File: src/rtl/fifo_arb_pkg.sv
// Shared types and width helpers for the FIFO push-side round-robin arbiter.
package fifo_arb_pkg;

  typedef enum logic [0:0] {
    IDLE  = 1'b0,
    BURST = 1'b1
  } state_t;

  // Burst counter width: large enough for MAX_BURST up to 255
  localparam int unsigned BURST_CW = 8;

  // Width of a producer index (grant_id, rotation pointer); at least 1 bit
  function automatic int unsigned idx_w(input int unsigned n);
    return (n < 2) ? 1 : $clog2(n);
  endfunction

endpackage

File: src/rtl/fifo_rr_arbiter_rr_pick.sv
// Round-robin pick: first requesting index strictly after i_ptr, wrapping.
module rr_pick
  import fifo_arb_pkg::*;
#(
  parameter int unsigned N_REQ = 4
) (
  input  logic [N_REQ-1:0]        i_req,
  input  logic [idx_w(N_REQ)-1:0] i_ptr,
  output logic                    o_any,
  output logic [idx_w(N_REQ)-1:0] o_idx
);

  localparam int unsigned IW = idx_w(N_REQ);

  logic [N_REQ-1:0] w_rot;
  logic [IW-1:0]    w_off;

  // Index that sits 'off' positions after the entry following base
  function automatic logic [IW-1:0] wrap(input logic [IW-1:0] base, input int unsigned off);
    int unsigned s;
    s = 32'(base) + 32'd1 + off;
    return IW'(s % N_REQ);
  endfunction

  // Rotate so the entry right after the pointer lands at bit 0
  always_comb begin
    w_rot = '0;
    for (int k = 0; k < int'(N_REQ); k++) begin
      w_rot[k] = i_req[wrap(i_ptr, 32'(k))];
    end
  end

  // Priority-encode the rotated vector, lowest bit wins
  always_comb begin
    w_off = '0;
    for (int k = int'(N_REQ) - 1; k >= 0; k--) begin
      if (w_rot[k]) w_off = IW'(k);
    end
  end

  assign o_any = |i_req;
  assign o_idx = wrap(i_ptr, 32'(w_off));

endmodule

File: src/rtl/fifo_rr_arbiter.sv
// Round-robin arbiter sharing one sync_fifo push port among N_REQ valid/ready producers.
module fifo_rr_arbiter
  import fifo_arb_pkg::*;
#(
  parameter int unsigned N_REQ     = 4,
  parameter int unsigned DW        = 8,
  parameter int unsigned MAX_BURST = 4
) (
  input  logic                    clk,
  input  logic                    rstn,
  input  logic [N_REQ-1:0]        req_valid,
  input  logic [N_REQ*DW-1:0]     req_data,
  output logic [N_REQ-1:0]        req_ready,
  input  logic                    fifo_full,
  input  logic                    fifo_a_full,
  output logic                    fifo_push,
  output logic [DW-1:0]           fifo_din,
  output logic [idx_w(N_REQ)-1:0] grant_id,
  output logic                    busy
);

  localparam int unsigned          IW        = idx_w(N_REQ);
  localparam logic [BURST_CW-1:0]  LAST_BEAT = BURST_CW'(MAX_BURST - 1);
  // Pointer starts at the last index so producer 0 is first in line
  localparam logic [IW-1:0]        PTR_RST   = IW'(N_REQ - 1);

  state_t              r_state;
  logic                r_busy;
  logic [IW-1:0]       r_grant;
  logic [IW-1:0]       r_ptr;
  logic [BURST_CW-1:0] r_cnt;
  logic                r_push;
  logic [DW-1:0]       r_din;

  logic                w_stall;
  logic                w_gnt_valid;
  logic                w_accept;
  logic [DW-1:0]       w_gnt_data;
  logic                w_pick_any;
  logic [IW-1:0]       w_pick_idx;

  rr_pick #(
    .N_REQ (N_REQ)
  ) u_pick (
    .i_req (req_valid),
    .i_ptr (r_ptr),
    .o_any (w_pick_any),
    .o_idx (w_pick_idx)
  );

  // Stall also covers the push already registered but not yet seen in the FIFO count
  assign w_stall     = fifo_full | (r_push & fifo_a_full);
  assign w_gnt_valid = req_valid[r_grant];
  assign w_accept    = w_gnt_valid & req_ready[r_grant];

  // Only the granted producer may see ready, and only when the FIFO can take a beat
  always_comb begin
    req_ready = '0;
    if ((r_state == BURST) && !w_stall) req_ready[r_grant] = 1'b1;
  end

  // Select the granted producer's data slice
  always_comb begin
    w_gnt_data = '0;
    for (int i = 0; i < int'(N_REQ); i++) begin
      if (r_grant == IW'(i)) w_gnt_data = req_data[i*DW +: DW];
    end
  end

  // Arbitration FSM, burst counter, rotation pointer and registered push
  always_ff @(posedge clk or posedge rstn) begin
    if (rstn) begin
      r_state <= IDLE;
      r_busy  <= 1'b0;
      r_grant <= '0;
      r_ptr   <= PTR_RST;
      r_cnt   <= '0;
      r_push  <= 1'b0;
      r_din   <= '0;
    end else begin
      r_push <= w_accept;
      if (w_accept) r_din <= w_gnt_data;
      case (r_state)
        IDLE: begin
          if (w_pick_any) begin
            r_state <= BURST;
            r_busy  <= 1'b1;
            r_grant <= w_pick_idx;
            r_cnt   <= '0;
          end
        end
        BURST: begin
          if (w_accept) r_cnt <= r_cnt + BURST_CW'(1);
          // Release on a full burst or when the producer runs dry; never while stalled
          if ((w_accept && (r_cnt == LAST_BEAT)) || (!w_gnt_valid && !w_stall)) begin
            r_state <= IDLE;
            r_busy  <= 1'b0;
            r_ptr   <= r_grant;
          end
        end
        default: begin
          r_state <= IDLE;
          r_busy  <= 1'b0;
        end
      endcase
    end
  end

  assign fifo_push = r_push;
  assign fifo_din  = r_din;
  assign grant_id  = r_grant;
  assign busy      = r_busy;

  // The registered push must never land on a full FIFO; at most one ready at a time
  a_no_overflow: assert property (@(posedge clk) disable iff (rstn) !(fifo_push && fifo_full));
  a_ready_onehot0: assert property (@(posedge clk) disable iff (rstn) $onehot0(req_ready));

endmodule

File: config.mk
export PLATFORM = sky130hd
export DESIGN_NAME = fifo_rr_arbiter
export DESIGN_NICKNAME = d
export VERILOG_FILES = /design/src/rtl/fifo_arb_pkg.sv /design/src/rtl/fifo_rr_arbiter_rr_pick.sv /design/src/rtl/fifo_rr_arbiter.sv
export SDC_FILE = /design/constraint.sdc
export NUM_CORES = 1
export LEC_CHECK = 0
export ABC_CLOCK_PERIOD_IN_PS = 2100
export BUFFER_PORTS_ARGS = -buffer_cell sky130_fd_sc_hd__buf_2
export CAP_MARGIN = 5
export CORE_UTILIZATION = 46
export DETAILED_ROUTE_END_ITERATION = 10
export PLACE_DENSITY = 0.86
export RECOVER_POWER = 50
export SYNTH_ARGS = -nofsm -noshare
export SYNTH_HDL_FRONTEND = slang
export SYNTH_HIERARCHICAL = 1
export SYNTH_SLANG_ARGS = --single-unit
export TNS_END_PERCENT = 10
File: constraint.sdc
create_clock -name clk -period 2.1 [get_ports clk]
set_input_delay 0.105 -clock clk [delete_from_list [all_inputs] [get_ports clk]]
set_output_delay 0.105 -clock clk [all_outputs]
set_load 0.02 [all_outputs]
[Word level (Yosys, flattened, before mapping)]
Cells that the tools add are included.
Word-level totals
  output and inout port bits: 16
  flip-flop bits (word level): 23
  bits of input ports: 40
  word-level logic and storage cells: 75
Operators by class
  muxes and demuxes: 32
  equal/unequal tests: 7
  magnitude comparators: 6
  add/sub/neg operators: 6
  reduce and logical (&&, ||, !) cells: 13
  bitwise operators: 4
Operators by type and width (number)
  $mux W8: 6
  $pmux W8 S2: 1
  $lt A2 B3 Y1 const B: 5
  $bmux W1 S2: 6
  $mux W1: 11
  $add A8 B1 Y8 const B: 1
  $eq A8 B2 Y1 const B: 1
  $mux W2: 4
  $reduce_and A2 Y1: 4
  $ne A2 B1 Y1 const B: 3
  $add A2 B1 Y2 const B: 2
  $add A2 B2 Y2 const B: 2
  $eq A2 B2 Y1 const B: 2
  $logic_and A1 B1 Y1: 4
  $mux W4: 1
  $pmux W1 S2: 2
  $reduce_or A4 Y1: 1
  $add A2 B2 Y2: 1
  $and A1 B1 Y1: 2
  $demux W1 S2: 1
  $eq A2 B1 Y1 const B: 1
  $ge A2 B1 Y1 const B: 1
  $logic_not A1 Y1: 2
  $logic_not A2 Y1: 1
  other kinds (3): 3

[Depth between registers and ports, before layout]
  word-level depth: 12
  depth in mapped cells: 11
  gate-level depth less buffers: 10

[By module]
Netlist, hierarchy kept.
By module, submodules not included
  fifo_rr_arbiter: instances 1, cells an instance 102, area an instance 1303.8 µm², sequential area each 578.1 µm²
  rr_pick: instances 1, cells an instance 26, area an instance 200.2 µm², sequential area each 0.0 µm²

[Worst setup path after synthesis]
No wires, ideal clock.
  path kind: reg2reg
  from: register r_grant[0] (netlist: grant_id[0])
  to: register r_din[0] (netlist: fifo_din[0])
  path buffers: 2
  library setup time: 0.125 ns
  arrival time: 1.804 ns
  period minus slack after synthesis: 1.929 ns
  setup slack: 0.171 ns
  cell stages (with the launch flop): 5
  data required time: 1.975 ns
  cells stage by stage: dfrtp_1 buf_6 dlygate4sd1_1 mux4_2 mux2_4
Between the ends
  longest elaborated chain between the ends: 8
  elaborated cells between the ends (all ways): 19
  classes of those cells: order compare: 2; eq/ne: 3; mux: 11; bitwise: 1; reduce/logical: 2
Ends and longest elaborated chain
  from (decl): RTL line fifo_rr_arbiter.sv:29  | logic [IW-1:0] r_grant;
  from (signal assigned): RTL line fifo_rr_arbiter.sv:88  | r_grant <= w_pick_idx;
  $lt A2 B3 Y1 (not written as such) or $ge A2 B1 Y1 (tied branches): RTL line fifo_rr_arbiter.sv:59  | if ((r_state == BURST) && !w_stall) req_ready[r_grant] = 1'b1;
  $logic_and A1 B1 Y1 (not written as such): RTL line fifo_rr_arbiter.sv:59
  $mux W1 (not written as such): RTL line fifo_rr_arbiter.sv:59
  $demux W1 S2: RTL line fifo_rr_arbiter.sv:59
  $mux W4: RTL line fifo_rr_arbiter.sv:59
  $bmux W1 S2: RTL line fifo_rr_arbiter.sv:54  | assign w_accept = w_gnt_valid & req_ready[r_grant];
  $mux W1 (not written as such): RTL line fifo_rr_arbiter.sv:54
  $and A1 B1 Y1: RTL line fifo_rr_arbiter.sv:54
  to (signal assigned): RTL line fifo_rr_arbiter.sv:82  | if (w_accept) r_din <= w_gnt_data;
  to (decl): RTL line fifo_rr_arbiter.sv:33  | logic [DW-1:0] r_din;
Parallel ways exist; a longest one is shown, timed or not. The select of a mux whose other input is x is not followed.
A chain may end at the register's enable or synchronous reset.

[Final worst setup path]
  from: register r_ptr[1]
  to: register r_grant[1] (netlist: grant_id[1])
Between the ends
  longest elaborated chain between the ends: 9
  elaborated cells between the ends (all ways): 17
  classes of those cells: add/sub: 5; mux: 12
Ends and longest elaborated chain
  from (decl): RTL line fifo_rr_arbiter.sv:30  | logic [IW-1:0] r_ptr;
  from (signal assigned): RTL line fifo_rr_arbiter.sv:98  | r_ptr <= r_grant;
  $add A2 B1 Y2 (*): RTL line fifo_rr_arbiter_rr_pick.sv:21  | s = 32'(base) + 32'd1 + off;
  $add A2 B2 Y2: RTL line fifo_rr_arbiter_rr_pick.sv:21
  $bmux W1 S2: RTL line fifo_rr_arbiter_rr_pick.sv:29  | w_rot[k] = i_req[wrap(i_ptr, 32'(k))];
  $mux W1 (not written as such): RTL line fifo_rr_arbiter_rr_pick.sv:29
  $mux W2 (4 in series): RTL line fifo_rr_arbiter_rr_pick.sv:37  | if (w_rot[k]) w_off = IW'(k);
  $add A2 B2 Y2 (*): RTL line fifo_rr_arbiter_rr_pick.sv:21
  net w_pick_idx[1]: RTL line fifo_rr_arbiter.sv:40  | logic [IW-1:0] w_pick_idx;
The timed path passes the listed nets; every way through them passes the cells marked *. The select of a mux whose other input is x is not followed.

==> results.tsv <==
metric	value	unit
outcome	finished, final reports clean	
critPathKind	register to register	
nNetsFinal	227	
leakagePower	0.000840	uW
crit_family	flip-flops	
cp-startpoint	r_ptr[1]$_DFFE_PP1P_	
final_antenna_net_count	0	
timing.final.crit_share	93.7	%
fmax	0.508	GHz
worst_pin_slew	0.868	ns
fin_setup_tns	0	ns
gr-usage-all-layers	20.5	%
globalplace.congestion	0.814	
syn-num-nets	170	
grt_max_degree	24	
slew_viol_final	0	
arrival	2.23	ns
crit_chain	nand2b_1 -> a21boi_0 -> o221ai_1 -> o21a_1 -> ha_1 -> xnor2_1 -> xnor2_1 -> xnor2_1 -> nand2_1 -> nand2_1	
drtIter0Drc	59	
syn2layout_area_growth	21.2	%
initial_core_util	48.9	%
cts_resized	0	
cap_violations	0	
io_pins	56	
cts_inserted_buffers	3	
drc	0	
finalWirelength	3210	um
synth_cell_types	45	
finalWorstSetupSlack	0.131	ns
grt_pass1_vias	1179	
synth_top_area_share	34.9	%
synth_warnings	6	
drive_gt1_share	38.6	%
cp_slowest_cell	dfstp_2	
worstSetupEndpointType	register	
ir_drop	0.476	mV
antenna_found_initial	0	
hold_viol_final	0	
final_cell_area	0.00182	mm2
path_max_fanout	10	
hp-start	fifo_full	
die_area	0.00350	mm2
crit_buf_inv	0	
die_h	59.2	um
grt_pass1_wl	5260	um
period_needed	1.97	ns
synth_largest_area_cell	dfrtp_1	
power_density	1200	mW/mm2
synth.area.top_cells	dfrtp_1, mux4_2, mux2_4, mux4_1, nand2_1	
finalSetupViolations	0	
rsz0062_at_grt	no	
dp_hpwl	2420	um
slowest_delay	0.64	ns
final_common_cell	buf_2	
cts_root_buf	clkbuf_4	
synth_edf_count	0	
cts_tree	yes	
syn_area	0.00150	mm2
r2r-start	r_ptr[1]$_DFFE_PP1P_	
port_buffers	55	
synth.avg_cell_area	11.7	um2
wl_per_cell	14.1	um
die_x	59.2	um
antenna_cells	0	
place_ws	0.186	ns
fill_cells	265	
hold_class	input port to register	
clk_pin_slew	0.12	ns
worstSetupStartpointType	register	
final_cell_mix	buf_2, dfrtp_1, nand2_1	
seq_area	578	um2
first_pass_iters	4	
placed_area	0.00180	mm2
holdWs	0.201	ns
ys.flop_type	dfrtp_1	
via_per_inst	5.46	
route.vias.total	1244	
ys_ff_latch	23	
synth_seq_area_share	38.4	%
clkSinkCount	23	
htreeDepth	1	
overflow	0	
relSlewSlack	42.1	%
cp_common_cell	xnor2_1	
coreArea	0.00308	mm2
rows	20	
clock_skew	0.00232	ns
clock_path_buffers	2	
synthArstFlopShare	100	%
multiInputGateArea	857	um2
syn_inst	128	
clk_latency	0.32	ns
worstPathRequired	2.37	ns
[cells by family (layout without fill, tap and decap cells)]
kind of cell    Yosys count  in the layout  share of synthesized area, %
fa+ha+maj                 2              2                          1.66
xor+xnor                  4              4                          2.33
simple gates             47             47                          17.5
flops                    23             23                          38.4
mux                      20             20                          24.4
compound gates           21             21                          11.1
buf+inv                  11             67                          4.58
[layout make-up]
class | instances | share of cell area, %
Inverter | 5 | 1.03
Multi-Input combinational cell | 94 | 47.0
Clock buffer | 4 | 1.44
Timing Repair Buffer | 58 | 15.8
Sequential cell | 23 | 31.7
Tap cell | 44 | 3.02
[repair_timing]
item,CTS,global route
endpoints found under the hold margin,21,0
endpoints found under the setup margin,0,0
hold buffers,1,0
setup buffers,0,0
[registers in the layout (all words and copies together), names as in the netlist]
signal     cells
grant_id       2
r_state        1
fifo_din       8
fifo_push      1
busy           1
r_ptr          2
r_cnt          8
[synthesized netlist by cell type, types with 3 or more instances]
cell type	n
mux2_4	7
o21a_1	3
mux4_1	4
o31ai_1	4
dfrtp_1	21
mux4_2	5
xnor2_1	3
nor2_1	6
a21oi_1	3
inv_1	4
mux2_1	3
nand2_1	17
nand2b_1	3
buf_6	3
nand3_1	3
[final timing paths]
kind / slack, ns / depth (start not counted) / to
worst max-delay path: 0.13 / 10 / grant_id[1]$_DFFE_PP0P_
worst min-delay path: 0.20 / 4 / r_cnt[5]$_DFFE_PP0P_
min in group asynchronous: 0.50 / 3 / fifo_push$_DFF_PP0_
worst min register to register: 0.51 / 1 / busy$_DFFE_PP0P_
worst max register to register: 0.13 / 10 / grant_id[1]$_DFFE_PP0P_
max in group asynchronous: 1.08 / 3 / fifo_din[6]$_DFFE_PP0P_
[per-layer routing]
layer	vias up	track usage (%)	part of all wire, %
met1	603	23.9	43
met5	-	0	0
li1	590	-	-
met4	0	10.2	2.4
met3	7	2.84	4.5
met2	44	36.4	50
[worst reg2reg max path, delay by kind of cell, from the launching register on]
family                   cells  cell delay [ns]
flip-flops                   1             0.64
AO/OA/AOI/OAI                3             0.42
XOR/XNOR                     3             0.41
AND/OR/NAND/NOR              3             0.29
adder cells (fa/ha/maj)      1             0.16
[per-stage QoR]
stage               util [%]  total power, uW  cells
detailed placement      58.5             2020    223
global route            59.2             2340    228
floorplan                  -             1740    128
CTS                     59.6             2240    228
global placement        58.5             1990    223
finish                  59.2             2190    228
[where the power goes]
group	internal, uW	leakage [uW]	total, uW	switching [uW]
combinational	587	0.000540	1220	637
sequential	619	0.000285	756	137
clock	74.4	0.0000150	208	134
total	1280	0.000840	2190	907
(Power assumes the default switching activity.)
